<file path="src/rtl/gp_adder_pkg.sv">
`default_nettype none
// =============================================================================
// gp_adder_pkg : shared width, resolver state type and carry-step helper
// Rev 1.0
// =============================================================================
package gp_adder_pkg;

    localparam int ADDER_WIDTH = 6;

    typedef enum logic [1:0] {
        S_IDLE = 2'd0,
        S_RUN  = 2'd1,
        S_HOLD = 2'd2
    } resolve_state_t;

    function automatic logic carry_step(input logic g, input logic p, input logic c);
        return g | (p & c);
    endfunction

endpackage
`default_nettype wire

</file>
<file path="src/rtl/gp_carry_cell.sv">
`default_nettype none
// =============================================================================
// gp_carry_cell : combinational single-bit sum/carry step
// Rev 1.0
// =============================================================================
module gp_carry_cell
    import gp_adder_pkg::*;
(
    input  logic g,
    input  logic h,
    input  logic p,
    input  logic c_in,
    output logic s,
    output logic c_out
);

    assign s     = h ^ c_in;
    assign c_out = carry_step(g, p, c_in);

endmodule
`default_nettype wire

</file>
<file path="src/rtl/gp_sum_resolver.sv">
`default_nettype none
// =============================================================================
// gp_sum_resolver : bit-serial carry resolver over g/h/p vectors, valid/ready I/O
// Optional signed-overflow output enabled by GP_SUM_RESOLVER_OVF_EN.  Rev 1.0
// =============================================================================
module gp_sum_resolver
    import gp_adder_pkg::*;
#(
    parameter int WIDTH = ADDER_WIDTH,
    parameter int IDX_W = $clog2(WIDTH)
) (
    input  logic             clk,
    input  logic             rst_n,
    input  logic             in_valid,
    output logic             in_ready,
    input  logic [WIDTH-1:0] g,
    input  logic [WIDTH-1:0] h,
    input  logic [WIDTH-1:0] p,
    input  logic             cin,
    output logic             out_valid,
    input  logic             out_ready,
    output logic [WIDTH-1:0] sum,
`ifdef GP_SUM_RESOLVER_OVF_EN
    output logic             ovf,
`endif
    output logic             cout
);

    localparam logic [IDX_W-1:0] C_LAST_IDX = IDX_W'(WIDTH - 1);

    resolve_state_t   r_state;
    resolve_state_t   w_state_next;
    logic [IDX_W-1:0] r_idx;
    logic             r_carry;
    logic [WIDTH-1:0] r_g;
    logic [WIDTH-1:0] r_h;
    logic [WIDTH-1:0] r_p;
    logic [WIDTH-1:0] r_sum;
    logic             r_cout;
    logic             w_s;
    logic             w_c_out;

    gp_carry_cell u_cell (
        .g     (r_g[r_idx]),
        .h     (r_h[r_idx]),
        .p     (r_p[r_idx]),
        .c_in  (r_carry),
        .s     (w_s),
        .c_out (w_c_out)
    );

    always_ff @(posedge clk or negedge rst_n) begin
        if (!rst_n) begin
            r_state <= S_IDLE;
        end else begin
            r_state <= w_state_next;
        end
    end

    // in_ready is gated by rst_n so it stays low while reset is held.
    always_comb begin
        w_state_next = r_state;
        in_ready     = 1'b0;
        out_valid    = 1'b0;
        case (r_state)
            S_IDLE: begin
                in_ready = rst_n;
                if (in_valid) begin
                    w_state_next = S_RUN;
                end
            end
            S_RUN: begin
                if (r_idx == C_LAST_IDX) begin
                    w_state_next = S_HOLD;
                end
            end
            S_HOLD: begin
                out_valid = 1'b1;
                if (out_ready) begin
                    w_state_next = S_IDLE;
                end
            end
            default: begin
                w_state_next = S_IDLE;
            end
        endcase
    end

    always_ff @(posedge clk or negedge rst_n) begin
        if (!rst_n) begin
            r_idx   <= '0;
            r_carry <= 1'b0;
            r_g     <= '0;
            r_h     <= '0;
            r_p     <= '0;
            r_sum   <= '0;
            r_cout  <= 1'b0;
        end else if (r_state == S_IDLE && in_valid) begin
            r_g     <= g;
            r_h     <= h;
            r_p     <= p;
            r_carry <= cin;
            r_idx   <= '0;
            r_sum   <= '0;
        end else if (r_state == S_RUN) begin
            r_sum[r_idx] <= w_s;
            r_carry      <= w_c_out;
            // idx parks on the last bit rather than wrapping.
            if (r_idx == C_LAST_IDX) begin
                r_cout <= w_c_out;
            end else begin
                r_idx <= r_idx + IDX_W'(1);
            end
        end
    end

`ifdef GP_SUM_RESOLVER_OVF_EN
    logic r_ovf;

    always_ff @(posedge clk or negedge rst_n) begin
        if (!rst_n) begin
            r_ovf <= 1'b0;
        end else if (r_state == S_RUN && r_idx == C_LAST_IDX) begin
            r_ovf <= r_carry ^ w_c_out;
        end
    end

    assign ovf = r_ovf;
`endif

    assign sum  = r_sum;
    assign cout = r_cout;

endmodule
`default_nettype wire

</file>
<file path="config.mk">
export PLATFORM = sky130hd
export DESIGN_NAME = gp_sum_resolver
export DESIGN_NICKNAME = d
export VERILOG_FILES = /design/src/rtl/gp_adder_pkg.sv /design/src/rtl/gp_carry_cell.sv /design/src/rtl/gp_sum_resolver.sv
export SDC_FILE = /design/constraint.sdc
export NUM_CORES = 1
export LEC_CHECK = 0
export ABC_AREA = 1
export BUFFER_PORTS_ARGS = -buffer_cell sky130_fd_sc_hd__buf_2
export CORE_AREA = 2 2 54 66
export CTS_CLUSTER_SIZE = 25
export DETAILED_ROUTE_END_ITERATION = 8
export DIE_AREA = 0 0 56 68
export HOLD_SLACK_MARGIN = 0.05
export PLACE_DENSITY = 0.76
export SLEW_MARGIN = 40
export SYNTH_ARGS = -nofsm -noshare
export SYNTH_HDL_FRONTEND = slang
export SYNTH_HIERARCHICAL = 1
export SYNTH_SLANG_ARGS = --single-unit
</file>
<file path="constraint.sdc">
create_clock -name clk -period 2.1 [get_ports clk]
set_input_delay 0 -clock clk [delete_from_list [all_inputs] [get_ports clk]]
set_output_delay 0 -clock clk [all_outputs]
set_load 0.05 [all_outputs]
</file>
# [After elaboration in Yosys (flattened, before gate mapping)]
# Index checks and enable logic that the tools add are counted.
[classes] n_reduce_logical=7 magnitude_cmp=2 n_bitwise=4 muxes=22 eq_ne=7 add_sub_neg=1
[ops] cell="2-to-1 mux 6 bit" count=2
[ops] cell="binary-select mux 1 bit (select 3 bit)" count=3
[ops] cell="2-to-1 mux 3 bit" count=3
[ops] cell="2-to-1 mux 1 bit" count=8
[ops] cell="bitwise mux 6 bit" count=1
[ops] cell="2-to-1 mux 2 bit" count=3
[ops] cell="!= test 2 bit, second input constant" count=3
[ops] cell="one-hot mux 2 bit (3 select lines)" count=1
[ops] cell="AND reduction 3 bit" count=2
[ops] cell="less-than comparator 3 x 4 -> 1 bit, second input constant" count=1
[ops] cell="adder 3 x 1 -> 3 bit, second input constant" count=1
[ops] cell="demux 1 bit (select 3 bit)" count=1
[ops] cell="equality test 3 bit, second input constant" count=1
[ops] cell="greater-or-equal comparator 3 x 1 -> 1 bit, second input constant" count=1
[ops] cell="equality test 2 x 1 -> 1 bit, second input constant" count=1
[ops] cell="equality test 2 bit, second input constant" count=1
[ops] cell="logical AND 1 bit" count=2
[ops] cell="zero test 2 bit" count=1
[ops] cell="!= test 2 x 1 -> 1 bit, second input constant" count=1
[ops] cell="AND reduction 2 bit" count=1
[ops] cell="nonzero test 2 bit" count=1
[ops] cell="bitwise AND 1 bit" count=1
[ops] cell="inverter 1 bit" count=1
[ops] cell="OR 1 bit" count=1
[ops] cell="XOR 1 bit" count=1
[totals] out_inout_bits=9 word_cells=51 reg_bits=31 in_bits=23

# [Logic depth before layout (Yosys ltp)]
[logic_depth] depth_word=7 ltp_mapped=15

# [Cells and area by module]
# The synthesis kept the hierarchy.
[by_module_without_submodules] module="gp_sum_resolver" area_per_inst_um2=1622.8 seq_area_each_um2=775.7 instances=1 cells_per_inst=219
[by_module_without_submodules] module="gp_carry_cell" area_per_inst_um2=30.0 seq_area_each_um2=0.0 instances=1 cells_per_inst=8

# [Worst setup path before layout]
# No wires, ideal clock.
[synth_timing] kind="register to output" from="register r_state[0]" to="output port in_ready" path_buffers=0 path_slack_ps=505 arrival_ps=1595 t_required_ps=2100 path_stages_with_launch=2 path_cell_list="dfrtp_1 nor3b_1"
[synth_between] elab_chain_len=2
[synth_lines] element="from (decl)" line="gp_sum_resolver.sv:31" source="resolve_state_t r_state;"
[synth_lines] element="from (signal assigned)" line="gp_sum_resolver.sv:56" source="r_state <= w_state_next;"
[synth_lines] element="zero test 2 bit" line="gp_sum_resolver.sv:65" source="case (r_state)"
[synth_lines] element="2-to-1 mux 1 bit" line="gp_sum_resolver.sv:65"
[synth_lines] element="to (decl)" line="gp_sum_resolver.sv:15" source="output logic in_ready,"
# No other way between the ends.

# [Final worst setup path]
[layout_timing] from="register r_idx[0]" to="register r_sum[1] (netlist: sum[1])"
[layout_between] word_cells_on_any_way=11 classes_between="2 x order compare; 7 x mux; 1 x bitwise; 1 x reduce/logical"
[layout_lines] element="from (decl)" line="gp_sum_resolver.sv:33" source="logic [IDX_W-1:0] r_idx;"
[layout_lines] element="from (signal assigned)" line="gp_sum_resolver.sv:112" source="r_idx <= r_idx + IDX_W'(1);"
[layout_lines] element="binary-select mux 1 bit (select 3 bit)" line="gp_sum_resolver.sv:45" source=".h (r_h[r_idx]),"
[layout_lines] element="2-to-1 mux 1 bit (not written as such)" line="gp_sum_resolver.sv:45"
[layout_lines] element="XOR 1 bit" line="gp_carry_cell.sv:17" source="assign s = h ^ c_in;"
[layout_lines] element="via w_s" line="gp_sum_resolver.sv:40" source="logic w_s;"
[layout_lines] element="bitwise mux 6 bit" line="gp_sum_resolver.sv:106" source="r_sum[r_idx] <= w_s;"
[layout_lines] element="2-to-1 mux 6 bit" line="gp_sum_resolver.sv:105" source="end else if (r_state == S_RUN) begin"
[layout_lines] element="2-to-1 mux 6 bit" line="gp_sum_resolver.sv:98" source="end else if (r_state == S_IDLE && in_valid) begin"
[layout_lines] element="to (signal, indexed assignment)" line="gp_sum_resolver.sv:106"
[layout_lines] element="to (decl)" line="gp_sum_resolver.sv:38" source="logic [WIDTH-1:0] r_sum;"
# The timed path passes the listed nets, and every way through them passes these cells. The select of a mux whose other input is x is not followed.
# A chain may end at the register's enable or synchronous reset.

==> metrics.yaml <==
outcome: "complete, no violations"
syn_inst: 227
die_w_um: 56
start_util_pct: 51.28
dr.first_iter.drc_count: 56
diodes: 0
cap_violations: 0
detail-route-antenna-nets: 0
grt_usage_pct: 22.05
gp_congestion: 0.8880
yosysWarnings: 6
num_rows: 23
grt_overflow_total: 0
max_slew_margin_pct: 63.08
cp_slowest_cell: "dfrtp_1"
vdd_drop_max_v: 0.001016
final_common_cell: "nand2_1"
max_slew.worst_pin.slew_ns: 0.5525
setup_viol: 0
grt_pass1_vias: 1483
fin_setup_tns_ns: 0
firstDrtPassIters: 4
p_leak_nw: 1.203
numCtsBuffers: 5
grt_pass1_wl_um: 6465
vias_per_cell: 4.892
root_buffer: "clkbuf_8"
path_common_cell: "nand2_1"
grt_start_max_net_pins: 32
cts_setup_buffers: 0
worstPathRequired_ns: 2.28
rrSetupSlack_ns: 0.41
power.density_mw_per_mm2: 1512
place_hpwl_um: 2414
antenna_found_initial: 0
vias: 1546
holdWs_ns: 0.1542
hold_class: "in -> reg"
setup_ws_ns: 0.4103
die_height_um: 68
critPathCaptureType: "flop"
route.detailed.drc: 0
path_class: "reg -> reg"
nNetsFinal: 303
pin_count: 32
cp_max_fo: 14
slowest_delay_ns: 0.48
fill_cells: 296
min_period_over_period_pct: 80.46
synth_top_area_share_pct: 46.93
syn_area_mm2: 0.001653
cts_sinks: 31
syn_nets: 252
slew_viol_final: 0
regToRegStartpoint: "r_idx[0]"
ys_seq_area_share_pct: 46.93
clock-skew-final_ns: 0.003845
h-tree-depth: 2
period_needed_ns: 1.690
total_power_mw: 3.209
place_ws_ns: 0.4479
fp.dieArea_mm2: 0.003808
io_buffers: 31
min_path_cells: 3
holdPathEnd: "r_h[1]"
cp.arrival_ns: 1.87
wl_per_cell_um: 11.85
syn_area_per_cell_um2: 7.281
min-delay-start: "in_valid"
worstSkewPairLatency_ns: 0.29
rsz0062_at_grt: "no"
path_cells: "inv_2, nand2_1, nand2_1, nand2_1, nand2_1, nand2_1, nand2_1, inv_1, nand2_1, nand2_1, nor2_1, nand2_1, nand2_1, nor2_1"
startpoint_type: "flop"
clockBufferDepth: 2
ys_seq_elements: 31
yosys.area.top_type: "dfrtp_1"
r2r_end: "sum[1]"
final_layout_size_suffix_gt1_share_pct: 17.56
clock.fmax_mhz: 591.8
ys_types: 19
clk_pin_slew_ns: 0.07
reg2reg_depth: 14
postRouteWirelength_um: 3746
synth_area_leaders: "dfrtp_1, nand2_1, nand3_1"
layout_common_cells: "nand2_1, dfrtp_1, buf_2"
hold_violations: 0
cts_tree: "done"
core_mm2: 0.003223
syn_to_final_growth_pct: 28.39
[cell usage after synthesis, drive strengths merged]
cell type	instances
xor2	1
buf	12
nor3b	1
ha	2
o31ai	1
dfrtp	31
o21ai	9
o211ai	1
inv	16
nor2	14
nand3	31
nand2	108
[how the worst max path moves through the flow]
stage               startpoint        to  slack (ns)  cells after the start
floorplan           r_state[0]  in_ready        0.50                      1
global placement      r_idx[0]    sum[0]        0.49                     14
detailed placement    r_idx[0]    sum[1]        0.45                     14
CTS                   r_idx[0]    sum[1]        0.41                     14
global route          r_idx[0]    sum[0]        0.20                     14
finish                r_idx[0]    sum[1]        0.41                     14
[stage by stage]
step	area (um2)	util, %	instances
after detailed placement	1794	55.67	287
after CTS	2122	65.84	316
after global placement	1794	55.67	287
after floorplan	1653	-	227
final	2122	65.84	316
after global routing	2122	65.84	316
[critical path: cells and delay by family, from the launching register on]
kind,cells,cell delay [ns]
DFF,1,0.48
and+or+nand+nor,12,0.81
buffers and inverters,2,0.28
[what timing repair did]
item	4_1_cts	5_1_grt
hold buffers	21	0
resized for setup	0	0
hold endpoints to repair	51	0
[metal layers]
| metal | GRT usage (%) | routed length [um] | vias up |
|---|---|---|---|
| li1 | - | - | 805 |
| met2 | 40.88 | 1878 | 31 |
| met5 | 0 | 0 | - |
| met1 | 25.27 | 1669 | 705 |
| met3 | 4.537 | 142 | 5 |
| met4 | 8.036 | 56 | 0 |
[state kept, by name, indices dropped and copies added, names as in the netlist]
register	count
r_g	6
sum	6
cout	1
r_p	6
r_carry	1
r_state	2
r_h	6
r_idx	3
[logic make-up after synthesis]
family                   synth area share [%]
XOR/XNOR                               0.5300
buffers and inverters                   9.084
flip-flops                              46.93
AO/OA/AOI/OAI                           3.634
adder cells (fa/ha/maj)                 1.514
AND/OR/NAND/NOR                         38.30
[power breakdown]
group / switching (mW) / internal [mW] / leakage [nW]
logic: 1.02 / 0.487 / 0.754
clock network: 0.229 / 0.384 / 0.0612
registers: 0.210 / 0.875 / 0.387
[cell type report]
| class | count | area [um2] | area share (%) |
|---|---|---|---|
| tap | 37 | 46.29 | 2.182 |
| multi-input combinational | 168 | 726.9 | 34.26 |
| timing repair buffer | 56 | 395.4 | 18.63 |
| clock inverter | 2 | 35.03 | 1.651 |
| sequential | 31 | 775.7 | 36.56 |
| clock buffer | 6 | 82.58 | 3.892 |
| inverter | 16 | 60.06 | 2.830 |
No activity file was read; power rests on OpenSTA's default activity.
